$ cat src/rtl/fetch_pc_unit_if.sv
// fetch_pc_unit_if
//   Instruction-memory request/response bundle used by the fetch PC unit.
//   master : the fetch unit (drives req/addr, receives addr_ok/data_ok/rdata)
//   slave  : the instruction memory
// Signals
//   req      request valid
//   addr     request address (word aligned when req is high)
//   addr_ok  request accepted this cycle
//   data_ok  response valid this cycle (in order, at least one cycle after addr_ok)
//   rdata    response instruction word
interface fetch_pc_unit_if;
  logic        req;
  logic [31:0] addr;
  logic        addr_ok;
  logic        data_ok;
  logic [31:0] rdata;

  modport master (
    output req,
    output addr,
    input  addr_ok,
    input  data_ok,
    input  rdata
  );

  modport slave (
    input  req,
    input  addr,
    output addr_ok,
    output data_ok,
    output rdata
  );
endinterface

$ cat src/rtl/fetch_pc_unit.sv
// fetch_pc_unit
//   Holds the architectural fetch PC, issues one instruction fetch at a time over
//   the imem handshake and presents {pcF, instrF, validF, adelF} to the F/D register.
//   A one-entry skid buffer absorbs decode stalls; flush discards everything fetched
//   or in flight and restarts at pc_new.
// Ports
//   clk       clock, all state on posedge
//   resetn    asynchronous active-low reset
//   pc_new    next PC from PC-select, taken on every accepted request and on flush
//   flush     redirect: drop presented/buffered/in-flight work, restart at pc_new
//   stall     F/D register cannot take the presented slot this cycle
//   imem      instruction-memory bundle (master side)
//   pcplus4F  pc + 4 back to PC-select
//   pcF       PC of the presented slot
//   instrF    presented instruction
//   validF    presented slot is valid
//   adelF     presented slot is an address-error marker (misaligned PC)
module fetch_pc_unit #(
  parameter logic [31:0] RESET_PC = 32'hBFC0_0000
) (
  input  logic                   clk,
  input  logic                   resetn,
  input  logic [31:0]            pc_new,
  input  logic                   flush,
  input  logic                   stall,
  fetch_pc_unit_if.master        imem,
  output logic [31:0]            pcplus4F,
  output logic [31:0]            pcF,
  output logic [31:0]            instrF,
  output logic                   validF,
  output logic                   adelF
);

  typedef enum logic {S_REQ, S_WAIT} state_t;

  state_t      state_reg, state_next;
  logic        drop_reg, drop_next;
  logic [31:0] pc_reg;
  logic [31:0] pc_inflight_reg;
  logic        skid_full_reg;
  logic [31:0] skid_pc_reg;
  logic [31:0] skid_instr_reg;

  logic busy;
  logic can_issue;
  logic req;
  logic accept;
  logic deliver;
  logic misaligned;
  logic consumed;
  logic out_free;

  always_comb begin
    busy       = skid_full_reg | (validF & stall);
    can_issue  = (state_reg == S_REQ) & ~busy & ~flush;
    // Gated by resetn so no request escapes while reset is held.
    req        = can_issue & (pc_reg[1:0] == 2'b00) & resetn;
    accept     = req & imem.addr_ok;
    deliver    = (state_reg == S_WAIT) & imem.data_ok & ~drop_reg & ~flush;
    misaligned = can_issue & (pc_reg[1:0] != 2'b00);
    consumed   = validF & ~stall;
    out_free   = ~validF | consumed;

    state_next = state_reg;
    drop_next  = drop_reg;
    if (flush) begin
      // Anything the memory still owes us must be swallowed when it arrives.
      if (((state_reg == S_WAIT) & ~imem.data_ok) | ((state_reg == S_REQ) & imem.addr_ok)) begin
        drop_next  = 1'b1;
        state_next = S_WAIT;
      end else begin
        drop_next  = 1'b0;
        state_next = S_REQ;
      end
    end else begin
      case (state_reg)
        S_REQ: begin
          if (accept) state_next = S_WAIT;
        end
        S_WAIT: begin
          if (imem.data_ok) begin
            drop_next  = 1'b0;
            state_next = S_REQ;
          end
        end
        default: state_next = S_REQ;
      endcase
    end
  end

  assign imem.req  = req;
  assign imem.addr = pc_reg;
  assign pcplus4F  = pc_reg + 32'd4;

  always_ff @(posedge clk or negedge resetn) begin
    if (!resetn) begin
      state_reg <= S_REQ;
      drop_reg  <= 1'b0;
    end else begin
      state_reg <= state_next;
      drop_reg  <= drop_next;
    end
  end

  always_ff @(posedge clk or negedge resetn) begin
    if (!resetn) begin
      pc_reg          <= RESET_PC;
      pc_inflight_reg <= 32'd0;
      skid_full_reg   <= 1'b0;
      skid_pc_reg     <= 32'd0;
      skid_instr_reg  <= 32'd0;
      pcF             <= 32'd0;
      instrF          <= 32'd0;
      validF          <= 1'b0;
      adelF           <= 1'b0;
    end else begin
      if (accept) pc_inflight_reg <= pc_reg;
      if (flush || accept) pc_reg <= pc_new;

      if (flush) begin
        validF        <= 1'b0;
        adelF         <= 1'b0;
        skid_full_reg <= 1'b0;
      end else if (misaligned) begin
        // Re-presented every cycle it is free, so it stays put until a flush.
        pcF    <= pc_reg;
        instrF <= 32'd0;
        adelF  <= 1'b1;
        validF <= 1'b1;
      end else if (deliver) begin
        if (out_free && !skid_full_reg) begin
          pcF    <= pc_inflight_reg;
          instrF <= imem.rdata;
          adelF  <= 1'b0;
          validF <= 1'b1;
        end else begin
          // Keep order: an older skid entry leaves first, the new response waits.
          skid_pc_reg    <= pc_inflight_reg;
          skid_instr_reg <= imem.rdata;
          skid_full_reg  <= 1'b1;
          if (consumed) begin
            pcF    <= skid_pc_reg;
            instrF <= skid_instr_reg;
            adelF  <= 1'b0;
          end
        end
      end else if (consumed) begin
        if (skid_full_reg) begin
          pcF           <= skid_pc_reg;
          instrF        <= skid_instr_reg;
          adelF         <= 1'b0;
          skid_full_reg <= 1'b0;
        end else begin
          validF <= 1'b0;
        end
      end
    end
  end

endmodule

$ cat src/flat_wrapper.sv
// flat-port wrapper written by rule: the top's interface ports become plain ports
module fetch_pc_unit_flat 
#(
  parameter logic [31:0] RESET_PC = 32'hBFC0_0000
)
  (clk, resetn, pc_new, flush, stall, pcplus4F, pcF, instrF, validF, adelF, imem_req, imem_addr, imem_addr_ok, imem_data_ok, imem_rdata);
  fetch_pc_unit_if imem_i ();
  input  logic clk;
  input  logic resetn;
  input  logic [31:0] pc_new;
  input  logic flush;
  input  logic stall;
  output logic [31:0] pcplus4F;
  output logic [31:0] pcF;
  output logic [31:0] instrF;
  output logic validF;
  output logic adelF;
  output wire logic [$bits(imem_i.req)-1:0] imem_req;
  output wire logic [$bits(imem_i.addr)-1:0] imem_addr;
  input wire logic [$bits(imem_i.addr_ok)-1:0] imem_addr_ok;
  input wire logic [$bits(imem_i.data_ok)-1:0] imem_data_ok;
  input wire logic [$bits(imem_i.rdata)-1:0] imem_rdata;
  assign imem_req = imem_i.req;
  assign imem_addr = imem_i.addr;
  assign imem_i.addr_ok = imem_addr_ok;
  assign imem_i.data_ok = imem_data_ok;
  assign imem_i.rdata = imem_rdata;
  fetch_pc_unit #(.RESET_PC(RESET_PC)) u_core (.clk(clk), .resetn(resetn), .pc_new(pc_new), .flush(flush), .stall(stall), .imem(imem_i), .pcplus4F(pcplus4F), .pcF(pcF), .instrF(instrF), .validF(validF), .adelF(adelF));
endmodule
$ cat config.mk
export PLATFORM = sky130hd
export DESIGN_NAME = fetch_pc_unit_flat
export DESIGN_NICKNAME = d
export VERILOG_FILES = /design/src/rtl/fetch_pc_unit_if.sv /design/src/rtl/fetch_pc_unit.sv /design/src/flat_wrapper.sv
export SDC_FILE = /design/constraint.sdc
export NUM_CORES = 1
export LEC_CHECK = 0
export ABC_CLOCK_PERIOD_IN_PS = 4350
export CAP_MARGIN = 20
export CORE_ASPECT_RATIO = 1.1
export CORE_MARGIN = 2
export CORE_UTILIZATION = 45
export CTS_CLUSTER_DIAMETER = 60
export DETAILED_ROUTE_END_ITERATION = 12
export GPL_TIMING_DRIVEN = 0
export HOLD_SLACK_MARGIN = 0.15
export PLACE_DENSITY = 0.8
export RECOVER_POWER = 25
export SLEW_MARGIN = 30
export SYNTH_ARGS = -nofsm -noshare
export SYNTH_HDL_FRONTEND = slang
export SYNTH_SLANG_ARGS = --single-unit
$ cat constraint.sdc
create_clock -name clk -period 4.35 [get_ports clk]
set_input_delay 1.0875 -clock clk [delete_from_list [all_inputs] [get_ports clk]]
set_output_delay 1.0875 -clock clk [all_outputs]
set_load 0.03 [all_outputs]
==> impl_metrics.ini, run 1 <==
[outcome]
status = finished clean

[route]
wl_per_cell_um = 19.6
routed_wirelength_um = 25100
vias_per_cell = 5.69
drcViolationCount = 0
firstDrtPassIters = 5
drtIter0Drc = 542
ant_nets = 0
route.vias.total = 7293

[clock_network]
cts.sinks = 197
tritoncts = yes
htree_levels = 4
root_buffer = clkbuf_16
cts_buffer_depth = 2
insertion_delay_ns = 0.44
clk_pin_slew_worst_paths_ns = 0.07
cts_buffers = 17

[worst_setup_path]
worst_setup_path_end_kind = primary output
cp-start-kind = register
cp_max_fo = 9
slowest_stage = clkdlybuf4s50_1
max_stage_delay_ns = 0.74
crit_chain = clkbuf_1, nand4_1, nor4_4, buf_4, nand3_1, xnor2_1, clkdlybuf4s50_1
critical_path_arrival_ns = 3.12
path_class = register to primary output
path_buf_inv = 3
cp.required_ns = 3.26
critPathTopFamily = buffers and inverters

[timing]
setup_ws_ns = 0.144
worst_pin_slew_ns = 0.639
period_minus_slack_ns = 4.21
setup_violations = 0
fin_crit_sh = 0.967
hold_violations = 0
rsz0062_at_grt = no
slew_viol_final = 0
slew_headroom = 0.574
fmaxAchievable_mhz = 238
tns_ns = 0
fin_skew_ns = 0.00920

[power]
p_per_area_nw_per_um2 = 475
fin_total_pwr_uw = 5880
intPower_uw = 3940
leakage_uw = 0.00524
pwr-share-clk = 0.278
vdd_drop_max_v = 0.000298
p_sw_uw = 1940
power.share.switching = 0.330
pwr-share-seq = 0.418
p_comb_frac = 0.304

[grt]
grt_overflow = 0
grt_pass1_vias = 7292
track_usage = 0.230
grt_max_degree = 76
grt_pass1_wl_um = 39700
grt_antenna_before_repair = 0

[logic_synthesis]
synthTopCellsByArea = dfrtp_1, mux2_2, nand3_1, o21ai_0, dfstp_2
synth-seq-cells = 197
ys_seq_area_frac = 0.530
ys.flop_type = dfrtp_1
synth_cell_types = 38
synthCells = 788
ys_warn_count = 0
syn_avg_cell_area_um2 = 11.8
synth_area_um2 = 9320
synth_top_area_frac = 0.505
synth-async-reset-ratio = 1.00
syn_nets = 859
yosysTopAreaCell = dfrtp_1
synth_edf_count = 0

[hold_path]
hold_class = register to register

[floorplan]
start_util = 0.456
dieArea_um2 = 21900
die_w_um = 141
io_pins = 201
core-area_um2 = 20400
rows = 55
die_h_um = 155

[job]
maxCapViolCount = 0

[layout]
layout_commonest_cell = clkdlybuf4s50_1
final_area_um2 = 12400
num_antenna_cells = 0
final_nets = 1084
drive_gt1_frac = 0.253
final_cell_mix = clkdlybuf4s50_1, dfrtp_1, mux2_2, nand3_1, o21ai_0
area_growth_pct = 32.8

[placement]
place_congestion = 0.796
pre_cts_ws_ns = -0.0641
port_buffers = 200
placed_area_um2 = 11700
hpwlAfterDp_um = 17200
## path summary, 6_finish.rpt
kind / startpoint / endpoint / slack, ns / cells past startpoint
max: u_core.imem.addr[4] / pcplus4F[24] / 0.14 / 7
min: u_core.skid_instr_reg[14] / u_core.skid_instr_reg[14] / 0.49 / 1
max reg2reg: u_core.validF / u_core.instrF[15] / 1.80 / 5
min reg2reg: u_core.skid_instr_reg[14] / u_core.skid_instr_reg[14] / 0.49 / 1
max in group asynchronous: resetn / u_core.instrF[8] / 2.89 / 3
min in group asynchronous: resetn / u_core.skid_instr_reg[2] / 0.51 / 1
## metal layers
layer	vias to the layer above	part of all wire	track usage
li1	3321	-	-
met1	3728	0.42	0.302
met2	208	0.51	0.383
met3	36	0.047	0.0452
met4	0	0.023	0.0810
met5	-	0	0
## area by class of cell
class                           instances  area (µm²)
Fill cell                            1674        8060
Sequential cell                       197        4940
Multi-Input combinational cell        516        4070
Timing Repair Buffer                  207        2120
Clock buffer                           18         429
Tap cell                              256         320
Buffer                                 67         300
Clock inverter                         14         173
Inverter                                7        26.3
## Yosys cell counts (all sizes together), types with 4 or more instances
library cell / number
a31oi: 33
nand4: 9
dfstp: 9
nor3: 30
nand2: 13
dfrtp: 188
mux2i: 4
buf: 31
clkbuf: 37
o21ai: 68
mux2: 188
xnor2: 23
inv: 7
and4: 6
nor2: 7
a21oi: 36
nand3: 74
and3: 4
xor2: 5
## timing repair
| action | CTS | global route |
|---|---|---|
| pin swaps | 2 | 2 |
| setup buffers | 2 | 2 |
| endpoints found under the setup margin | 8 | 14 |
| hold buffers | 0 | 0 |
| gates cloned | 0 | 1 |
| gates resized for setup | 1 | 0 |
## power by group through the flow
stage	registers (µW)	logic, µW	clock network (µW)
after global placement	2470	1750	0
after CTS	2460	1800	1650
after detailed placement	2490	1790	0
after global routing	2510	1890	1730
final	2460	1790	1630
after floorplan	2810	661	0
## cells by family (layout without fill, tap and decap cells)
group / count (synthesis) / count (layout) / share of synthesized area
AND/OR/NAND/NOR: 151 / 151 / 0.0865
buffers and inverters: 75 / 313 / 0.0354
adder cells (fa/ha/maj): 1 / 1 / 0.00134
AO/OA/AOI/OAI: 144 / 144 / 0.0888
flip-flops: 197 / 197 / 0.530
multiplexers: 192 / 192 / 0.231
XOR/XNOR: 28 / 28 / 0.0263
## stage by stage
step	hold slack [ns]	util	instances
4_1_cts	0.486	0.604	1280
5_1_grt	0.504	0.606	1282
3_5_place_dp	0.469	0.573	1246
3_3_place_gp	0.461	0.570	1244
2_1_floorplan	0.451	-	788
6_report	0.487	0.606	1282
Power figures use the tool's default switching activity.
==> inputs of run 2 (changes only) <==
DONT_BUFFER_PORTS = 1   (was unset)
PLACE_DENSITY = 0.68   (was 0.8)
TNS_END_PERCENT = 100   (was unset)
==> impl_metrics.ini, run 2 (synthesis gave the netlist of run 1 again) <==
[route]
firstDrtPassIters = 5
ant_nets = 0
vias_per_cell = 5.96
route.vias.total = 6421
routed_wirelength_um = 22800
drcViolationCount = 0
drtIter0Drc = 488
wl_per_cell_um = 21.2

[clock_network]
cts.sinks = 197
tritoncts = yes
cts_buffers = 17
htree_levels = 4
insertion_delay_ns = 0.43
cts_buffer_depth = 2
clk_pin_slew_worst_paths_ns = 0.07
root_buffer = clkbuf_16

[power]
vdd_drop_max_v = 0.000301
leakage_uw = 0.00444
p_per_area_nw_per_um2 = 518

[worst_setup_path]
cp.required_ns = 3.26
cp_max_fo = 9
cp-start-kind = register
path_class = register to primary output
timing.rr.start = u_core.validF
startpoint = u_core.imem.addr[14]
worst_setup_path_end_kind = primary output
critical_path_arrival_ns = 3.02

[timing]
tns_ns = 0
worst_pin_slew_ns = 0.714
slew_headroom = 0.521
hold_violations = 0
slew_viol_final = 0
fin_crit_sh = 0.945
fmaxAchievable_mhz = 243
setup_violations = 0
fin_skew_ns = 0.00921
hold_slack_ns = 0.347
period_minus_slack_ns = 4.11
rsz0062_at_grt = no

[grt]
grt_busiest_layer = met2
grt_antenna_before_repair = 1
grt_overflow = 0
track_usage = 0.210
grt_max_degree = 199
grt_use_met2 = 0.339
grt_pass1_wl_um = 36100
grt_pass1_vias = 6391
use_met1 = 0.281
grtUsageMet3 = 0.0526

[job]
maxCapViolCount = 0

[placement]
place_congestion = 0.792
dp_cells = 1044
hpwlAfterDp_um = 15300
port_buffers = 0

[floorplan]
start_util = 0.456
rows = 55
die_h_um = 155
die_w_um = 141
io_pins = 201
core-area_um2 = 20400
dieArea_um2 = 21900

[layout]
final_nets = 880
multi_input_area_um2 = 4070
fin_cells = 1078
final_cell_mix = dfrtp_1, mux2_2, nand3_1, o21ai_0, clkbuf_1
drive_gt1_frac = 0.308
fill_cells = 1813
ff_latch_area_um2 = 4940
area_growth_pct = 10.4
layout_commonest_cell = dfrtp_1

[outcome]
status = finished clean

[hold_path]
hold_class = input port to asynchronous set/reset pin
==> run 2: critical path, cell delays in order (launching register included) <==
cell and delay, ns:
dfrtp_1 0.52, clkbuf_1 0.32, and4_1 0.23, clkbuf_1 0.23, and4_1 0.22, clkbuf_1 0.31
nand4_1 0.16, xnor2_1 0.60
==> run 2: stage by stage <==
stage,setup slack [ns],total power [µW],utilization,instance area [µm²]
after global placement,0.287,3680,0.472,9640
final,0.240,5330,0.503,10300
after floorplan,0.936,3470,-,9320
after CTS,0.0132,5370,0.502,10300
after detailed placement,0.489,3710,0.472,9660
after global routing,0.0511,5570,0.503,10300
==> run 2: layout make-up <==
cell class | count | area share
sequential | 197 | 0.480
multi-input combinational | 516 | 0.395
clock buffer | 19 | 0.0431
tap | 256 | 0.0311
buffer | 68 | 0.0296
clock inverter | 12 | 0.0164
inverter | 7 | 0.00255
timing repair buffer | 2 | 0.00146
antenna | 1 | 0.000243
==> run 2: repair_timing <==
action | CTS | global route
resized for setup | 0 | 0
hold buffers | 0 | 0
setup buffers | 0 | 2
endpoints found under the hold margin | 0 | 0
endpoints found under the setup margin | 0 | 17
==> run 2: final timing paths <==
| kind | endpoint | slack, ns | depth (start not counted) |
|---|---|---|---|
| setup / recovery | pcplus4F[28] | 0.24 | 7 |
| hold / removal | u_core.imem.addr[16] | 0.35 | 0 |
| min in group clk | u_core.skid_instr_reg[11] | 0.48 | 1 |
| hold reg to reg | u_core.skid_instr_reg[11] | 0.48 | 1 |
| setup reg to reg | u_core.imem.addr[6] | 1.56 | 5 |
| max in group asynchronous | u_core.imem.addr[29] | 3.74 | 0 |
==> run 2: routing by layer <==
layer / vias up / part of all wire
met1: 3272 / 0.43
li1: 2916 / -
met3: 27 / 0.059
met4: 0 / 0.019
met2: 206 / 0.49
met5: - / 0
==> run 2: where the power goes <==
| part | leakage, µW | total [µW] | switching, µW | internal (µW) |
|---|---|---|---|---|
| registers | 0.00257 | 2890 | 696 | 2200 |
| logic | 0.00157 | 781 | 388 | 393 |
| clock network | 0.000299 | 1660 | 722 | 934 |
| total | 0.00444 | 5330 | 1810 | 3520 |
==> inputs of run 3 (changes only) <==
MAX_ROUTING_LAYER = met4   (was unset)
==> impl_metrics.ini, run 3 (synthesis gave the netlist of run 1 again) <==
[outcome]
status = finished clean

[clock_network]
holdBufCountCts = 0
htree_levels = 4
clk_pin_slew_worst_paths_ns = 0.07
root_buffer = clkbuf_16
ctsResizeCount = 0
cts.sinks = 197
postCtsSetupBuffers = 0
cts_buffer_depth = 2
tritoncts = yes
cts_buffers = 17
insertion_delay_ns = 0.43

[route]
drcViolationCount = 0
route.vias.total = 6412
vias_per_cell = 5.95
ant_nets = 0
drtIter0Drc = 448
wl_per_cell_um = 21.1
routed_wirelength_um = 22800
firstDrtPassIters = 4

[layout]
final_cell_mix = dfrtp_1, mux2_2, nand3_1, o21ai_0, clkbuf_1
drive_gt1_frac = 0.308
fill_cells = 1813
finish.utilization = 0.503
layout_commonest_cell = dfrtp_1
final_nets = 880
area_growth_pct = 10.4

[worst_setup_path]
max_stage_delay_ns = 0.60
worst_setup_path_end_kind = primary output
crit_chain = clkbuf_1, and4_1, clkbuf_1, and4_1, clkbuf_1, nand4_1, xnor2_1
slowest_stage = xnor2_1
path_common_cell = clkbuf_1
critical_path_arrival_ns = 3.01
cp.required_ns = 3.26
cp-start-kind = register
path_class = register to primary output
cp_max_fo = 9

[job]
maxCapViolCount = 0

[timing]
period_minus_slack_ns = 4.10
fin_skew_ns = 0.00971
worst_pin_slew_ns = 0.708
slew_headroom = 0.524
fin_crit_sh = 0.942
hold_violations = 0
tns_ns = 0
fmaxAchievable_mhz = 244
slew_viol_final = 0
setup_violations = 0
rsz0062_at_grt = no

[grt]
grt_antenna_before_repair = 1
grt_pass1_wl_um = 36100
grt_overflow = 0
grt_pass1_vias = 6386
grt_max_degree = 199
track_usage = 0.216

[placement]
port_buffers = 0
place_congestion = 0.803
hpwlAfterDp_um = 15300

[power]
p_per_area_nw_per_um2 = 518
vdd_drop_max_v = 0.000298
leakage_uw = 0.00444

[floorplan]
die_w_um = 141
start_util = 0.456
die_h_um = 155
core-area_um2 = 20400
dieArea_um2 = 21900
rows = 55
io_pins = 201

[hold_path]
hold_class = input port to asynchronous set/reset pin
run 3: worst max-delay path, delay by kind of cell (launching register included):
| kind | cells | cell delay [ns] |
|---|---|---|
| xor+xnor | 1 | 0.60 |
| simple gates | 3 | 0.61 |
| flops | 1 | 0.52 |
| buf+inv | 3 | 0.86 |
run 3: final timing paths:
check                                            end  slack (ns)                       from  cells after the start
min                             u_core.imem.addr[16]        0.35                     resetn                      0
max reg2reg                      u_core.imem.addr[6]        1.58              u_core.validF                      5
max in group asynchronous       u_core.imem.addr[29]        3.73                     resetn                      0
max                                     pcplus4F[28]        0.25       u_core.imem.addr[14]                      7
min in group clk           u_core.skid_instr_reg[11]        0.48  u_core.skid_instr_reg[11]                      1
min reg2reg                u_core.skid_instr_reg[11]        0.48  u_core.skid_instr_reg[11]                      1
run 3: layout make-up:
type	count	area, µm²	area share
plain buffers	68	304	0.0296
flip-flops and latches	197	4940	0.480
repair buffers	2	15.0	0.00146
inverters	7	26.3	0.00255
diodes	1	2.50	0.000243
clock inverters	12	169	0.0164
well taps	256	320	0.0311
clock buffers	19	443	0.0431
multi-input cells	516	4070	0.395
run 3: stage by stage:
| step | hold slack (ns) | setup slack, ns | area, µm² | instances | total power (µW) |
|---|---|---|---|---|---|
| final | 0.350 | 0.252 | 10300 | 1078 | 5330 |
| after global routing | 0.320 | 0.0537 | 10300 | 1078 | 5570 |
| after CTS | 0.327 | 0.0132 | 10300 | 1075 | 5370 |
| after detailed placement | 0.469 | 0.489 | 9660 | 1044 | 3710 |
| after global placement | 0.462 | 0.287 | 9640 | 1044 | 3680 |
| after floorplan | 0.451 | 0.936 | 9320 | 788 | 3470 |
run 3: power breakdown:
group	internal (µW)	leakage, µW	switching (µW)
Clock	934	0.000299	721
Combinational	393	0.00157	389
Sequential	2200	0.00257	696
Total	3520	0.00444	1810
run 3: metal layers:
metal,GRT usage,part of all wire,vias to the layer above
met5,-,0,-
met4,0.0700,0.016,0
met3,0.0471,0.051,26
met2,0.339,0.49,174
met1,0.283,0.44,3296
li1,-,-,2916
